### src/rtl/buf_arbiter.sv
// buf_arbiter: two-requester arbiter for a single-ported pixel buffer memory.
// Requester A (filter write-back) and requester B (readout) share one port;
// a granted requester issues one beat per cycle while its req is high.
// Grants are released on a last beat, on the MAXBURST-th beat, or when the
// owner drops req; the other requester is then granted with no idle bubble.
// Optional feature macro: BUF_ARB_FIXED_PRIO_EN -- when defined, ties always
// go to A and the round-robin pointer is removed.
//
// Handshake: a beat occurs in every cycle where gnt_x is high and req_x is
// high; memory strobes/addresses/data are driven combinationally from the
// owner in that cycle, and a read beat is answered by rvalid_x exactly one
// cycle later.
module buf_arbiter #(
   parameter int BITS     = 8,
   parameter int ADDRLEN  = 21,
   parameter int MAXBURST = 16
) (
   input  logic               clk,
   input  logic               rst,
   input  logic               req_a,
   input  logic               req_b,
   input  logic               wr_a,
   input  logic               wr_b,
   input  logic [ADDRLEN-1:0] addr_a,
   input  logic [ADDRLEN-1:0] addr_b,
   input  logic [BITS-1:0]    wdata_a,
   input  logic [BITS-1:0]    wdata_b,
   input  logic               last_a,
   input  logic               last_b,
   output logic               gnt_a,
   output logic               gnt_b,
   output logic               rvalid_a,
   output logic               rvalid_b,
   output logic               ren,
   output logic               wen,
   output logic [ADDRLEN-1:0] raddr,
   output logic [ADDRLEN-1:0] waddr,
   output logic [BITS-1:0]    wdata,
   output logic [1:0]         state_o
);

   localparam int CW = $clog2(MAXBURST + 1);
   localparam logic [CW-1:0] MAX_CNT = CW'(MAXBURST);

   typedef enum logic [1:0] {
      S_IDLE  = 2'd0,
      S_GNT_A = 2'd1,
      S_GNT_B = 2'd2
   } state_e;

   state_e            state_q, state_d;
   logic [CW-1:0]     cnt_q, cnt_d;
   logic              rvalid_a_q, rvalid_a_d;
   logic              rvalid_b_q, rvalid_b_d;
`ifndef BUF_ARB_FIXED_PRIO_EN
   // 1 when B was granted most recently, 0 when A was.
   logic              last_b_q, last_b_d;
`endif

   logic               own_req;
   logic               own_wr;
   logic               own_last;
   logic [ADDRLEN-1:0] own_addr;
   logic [BITS-1:0]    own_wdata;
   logic               beat;
   logic               rel;
   logic [CW-1:0]      beat_cnt;

   // Select the current owner's request signals.
   always_comb begin
      own_req   = 1'b0;
      own_wr    = 1'b0;
      own_last  = 1'b0;
      own_addr  = '0;
      own_wdata = '0;
      case (state_q)
         S_GNT_A: begin
            own_req   = req_a;
            own_wr    = wr_a;
            own_last  = last_a;
            own_addr  = addr_a;
            own_wdata = wdata_a;
         end
         S_GNT_B: begin
            own_req   = req_b;
            own_wr    = wr_b;
            own_last  = last_b;
            own_addr  = addr_b;
            own_wdata = wdata_b;
         end
         default: ;
      endcase
   end

   assign beat     = own_req;
   assign beat_cnt = cnt_q + 1'b1;

   assign ren      = beat & ~own_wr;
   assign wen      = beat & own_wr;
   assign raddr    = own_addr;
   assign waddr    = own_addr;
   assign wdata    = own_wdata;

   assign gnt_a    = (state_q == S_GNT_A);
   assign gnt_b    = (state_q == S_GNT_B);
   assign rvalid_a = rvalid_a_q;
   assign rvalid_b = rvalid_b_q;
   assign state_o  = state_q;

   // Next-state, burst counter, release and tie-break decisions.
   always_comb begin
      state_d    = state_q;
      cnt_d      = cnt_q;
      rel        = 1'b0;
      rvalid_a_d = ren && (state_q == S_GNT_A);
      rvalid_b_d = ren && (state_q == S_GNT_B);
`ifndef BUF_ARB_FIXED_PRIO_EN
      last_b_d   = last_b_q;
`endif
      case (state_q)
         S_IDLE: begin
            if (req_a && req_b) begin
`ifdef BUF_ARB_FIXED_PRIO_EN
               state_d = S_GNT_A;
`else
               state_d = last_b_q ? S_GNT_A : S_GNT_B;
`endif
            end else if (req_a) begin
               state_d = S_GNT_A;
            end else if (req_b) begin
               state_d = S_GNT_B;
            end
         end
         default: begin
            if (!own_req || own_last || (beat_cnt == MAX_CNT)) begin
               rel = 1'b1;
            end else begin
               cnt_d = beat_cnt;
            end
            if (rel) begin
               cnt_d = '0;
`ifdef BUF_ARB_FIXED_PRIO_EN
               if (state_q == S_GNT_A) begin
                  state_d = req_b ? (req_a ? S_GNT_A : S_GNT_B) : S_IDLE;
               end else begin
                  state_d = req_a ? S_GNT_A : S_IDLE;
               end
`else
               if (state_q == S_GNT_A) begin
                  state_d = req_b ? S_GNT_B : S_IDLE;
               end else begin
                  state_d = req_a ? S_GNT_A : S_IDLE;
               end
`endif
            end
         end
      endcase
`ifndef BUF_ARB_FIXED_PRIO_EN
      if (state_d == S_GNT_A) begin
         last_b_d = 1'b0;
      end else if (state_d == S_GNT_B) begin
         last_b_d = 1'b1;
      end
`endif
   end

   // State, counter, pointer and read-valid registers.
   always_ff @(posedge clk) begin
      if (rst) begin
         state_q    <= S_IDLE;
         cnt_q      <= '0;
         rvalid_a_q <= 1'b0;
         rvalid_b_q <= 1'b0;
`ifndef BUF_ARB_FIXED_PRIO_EN
         last_b_q   <= 1'b1;
`endif
      end else begin
         state_q    <= state_d;
         cnt_q      <= cnt_d;
         rvalid_a_q <= rvalid_a_d;
         rvalid_b_q <= rvalid_b_d;
`ifndef BUF_ARB_FIXED_PRIO_EN
         last_b_q   <= last_b_d;
`endif
      end
   end

endmodule
### config.mk
export PLATFORM = sky130hd
export DESIGN_NAME = buf_arbiter
export DESIGN_NICKNAME = d
export VERILOG_FILES = /design/src/rtl/buf_arbiter.sv
export SDC_FILE = /design/constraint.sdc
export NUM_CORES = 1
export LEC_CHECK = 0
export BUFFER_PORTS_ARGS = -buffer_cell sky130_fd_sc_hd__buf_2
export CAP_MARGIN = 20
export CORE_ASPECT_RATIO = 0.8
export CORE_MARGIN = 4
export CORE_UTILIZATION = 36
export CTS_CLUSTER_SIZE = 12
export DETAILED_ROUTE_END_ITERATION = 16
export PLACE_DENSITY_LB_ADDON = 0.12
export SETUP_SLACK_MARGIN = 0.1
export SLEW_MARGIN = 10
export SYNTH_ARGS = -nofsm -noshare
export SYNTH_HDL_FRONTEND = slang
export SYNTH_SLANG_ARGS = --single-unit
### constraint.sdc
create_clock -name clk -period 2.97 [get_ports clk]
set_input_delay 0.4455 -clock clk [delete_from_list [all_inputs] [get_ports clk]]
set_output_delay 0.4455 -clock clk [all_outputs]
set_load 0.01 [all_outputs]
==> results.py <==
metrics = {
    "die": {
        "fp.dieArea_sq_um": 4460,
        "num_rows": 18,
        "die_h_microns": 60.5,
        "top_level_ports": 124,
        "fp.dieW_microns": 73.7,
        "coreArea_sq_um": 3200,
        "start_util_pct": 38.8,
    },
    "global_routing": {
        "grt.busiest_layer": "met2",
        "antenna_found_initial": 0,
        "grt_use_met3_pct": 6.13,
        "gr-total-overflow": 0,
        "use_met2_pct": 28.2,
        "track_usage_pct": 17.5,
        "grt_pass1_wl_microns": 6130,
        "grt_max_degree": 31,
        "grt_pass1_vias": 1326,
        "met1_usage_pct": 22.8,
    },
    "yosys": {
        "synth-seq-cells": 10,
        "syn_avg_cell_area_sq_um": 7.35,
        "yosys_warnings": 0,
        "syn_inst": 169,
        "synthTopCellsByArea": "a22oi_1 (18%), dfxtp_1 (16%), nor2b_1 (15%)",
        "syn_area_sq_um": 1240,
        "ys_seq_area_share_pct": 16.1,
        "syn_nets": 240,
        "yosys.area.top_type": "a22oi_1",
        "ys_types": 27,
        "synth_top_area_share_pct": 18.1,
    },
    "placement": {
        "dp_slack_ps": 524,
        "hpwl_microns": 3460,
        "portBuffers": 123,
        "globalplace.congestion": 0.768,
    },
    "setup_path": {
        "critical_path_buf_inv_count": 1,
        "cp.depth": 9,
        "reg2reg_depth": 9,
        "crit_arrival_ps": 2580,
        "rr_endpoint": "last_b_q",
        "path_cells": "inv_1 > ha_1 > a22o_1 > a311oi_4 > mux2i_1 > nand2_1 > ha_1 > mux2i_1 > nand2b_1",
        "start_kind": "register",
        "cp_top_family": "compound AO/OA/AOI/OAI gates",
        "critPathSlowestCell": "a311oi_4",
        "r2r_slack_ps": 520,
        "critPathMaxFanout": 7,
        "slowest_delay_ps": 470,
        "critPathCaptureType": "register",
        "critPathRequiredTime_ps": 3100,
        "crit_end": "last_b_q",
        "critical_path_class": "reg2reg",
    },
    "route": {
        "vias": 1502,
        "drt_iter0_drc": 72,
        "vias_per_cell": 4.92,
        "avgRoutedWirePerCell_microns": 14.1,
        "dr.pass1.iters": 4,
        "wirelength_microns": 4300,
        "remaining_drc_errors": 0,
        "drt.antenna.violating_nets": 0,
    },
    "power": {
        "powerDensity_nw_per_um2": 819,
        "ir_worst_vdd_mv": 0.367,
        "power.static_leakage_nw": 0.943,
    },
    "clock_network": {
        "postCtsHoldBufs": 0,
        "post-cts-setup-buffers": 0,
        "path_clk_slew_ps": 50,
        "numCtsBuffers": 3,
        "cts.sinks": 10,
        "htree_levels": 1,
        "cts_tree": "done",
        "max-clock-path-buffers": 2,
        "cts_root_buffer": "clkbuf_8",
        "insertion_delay_ps": 240,
        "postCtsResizedCells": 0,
    },
    "sta": {
        "period_share_pct": 82.5,
        "setup-violations-final": 0,
        "fin_crit_ps": 2450,
        "fmax_mhz": 408,
        "rsz0062_at_grt": "false",
        "finalSetupTns_ps": 0,
        "skew_ps": 4.54,
        "setup_ws_ps": 519,
        "hold_violations": 0,
        "hold_slack_ps": 488,
        "drv_slew": 0,
        "tightest_slew_ps": 532,
        "slew_headroom_pct": 64.5,
    },
    "run": {
        "drv_cap": 0,
    },
    "finish": {
        "final_common_cell": "buf_2",
        "drive_gt1_share_pct": 50.2,
        "antenna_cells": 0,
        "area_delta_synth_final_pct": 42.3,
        "fill_cells": 319,
        "final_cell_mix": "buf_2 (123), a22oi_1 (30), nor2b_1 (30)",
        "final_nets": 337,
        "post-route-util_pct": 55.3,
    },
    "outcome": {
        "status": "completed",
    },
    "min_path": {
        "hold_path_class": "reg2reg",
    },
}
-- cell families (layout without fill, tap and decap cells) --
kind of cell / Yosys count / in the layout / share of synthesized area [%]
muxes: 3 / 3 / 2.42
DFF: 10 / 10 / 16.1
buffers and inverters: 39 / 135 / 19.3
and+or+nand+nor: 66 / 66 / 29.4
adders and majority gates: 5 / 5 / 5.04
AOI/OAI and AO/OA: 46 / 46 / 27.7
-- metal layers --
layer | wire length (microns) | vias to the layer above
met5 | 0 | -
met4 | 40 | 0
met3 | 446 | 7
met2 | 2050 | 74
met1 | 1760 | 662
li1 | - | 759
-- power breakdown --
| part | internal [mW] | switching [mW] | leakage [nW] |
|---|---|---|---|
| combinational | 0.494 | 0.613 | 0.833 |
| sequential | 0.152 | 0.0180 | 0.0812 |
| clock | 0.117 | 0.0546 | 0.0288 |
| total | 0.763 | 0.685 | 0.943 |
-- synth_stat cells --
master / instances
a22oi_1: 30
inv_1: 4
o21ai_1: 1
o21ai_0: 3
a211o_1: 1
a31oi_1: 1
ha_1: 5
and3_1: 1
dfxtp_1: 10
a21bo_2: 1
and3b_1: 2
nand3b_1: 1
mux2i_1: 3
a22o_1: 2
clkbuf_1: 12
nand2_1: 14
nand2b_1: 2
nand4b_1: 1
nor2_1: 6
buf_4: 21
nor3_1: 2
and2_1: 4
buf_6: 2
nand3_1: 3
a311oi_4: 1
nor2b_1: 30
a21oi_1: 6
-- registers in the layout (all words and copies together) (netlist names), named ones only --
name,count
last_b_q,1
rvalid_a,1
cnt_q,5
rvalid_b,1
state_o,1
-- stage by stage --
stage	cells	instance area (sq um)	power, mW
2_1_floorplan	169	1240	1.04
3_3_place_gp	301	1710	1.28
4_1_cts	305	1770	1.46
3_5_place_dp	301	1710	1.28
6_report	305	1770	1.45
5_1_grt	305	1770	1.60
-- worst min-delay path by stage --
stage / endpoint / depth (start not counted) / from / slack (ps)
floorplan: last_b_q / 2 / last_b_q / 450
global placement: last_b_q / 2 / last_b_q / 470
detailed placement: last_b_q / 2 / last_b_q / 480
CTS: cnt_q[0] / 2 / rst / 490
global route: cnt_q[0] / 2 / rst / 510
finish: last_b_q / 2 / last_b_q / 490
-- tightest hold or removal path, stage by stage, from the launching register on --
cell and delay (ps):
dfxtp_1 330, mux2i_1 70, nand2b_1 60
-- final cells by class --
class / instances / area (sq um) / area share, %
Inverter: 4 / 15.0 / 0.849
Timing Repair Buffer: 127 / 646 / 36.5
Sequential cell: 10 / 200 / 11.3
Multi-Input combinational cell: 120 / 802 / 45.4
Clock buffer: 4 / 55.1 / 3.11
Tap cell: 40 / 50.0 / 2.83
(Power assumes the default switching activity.)
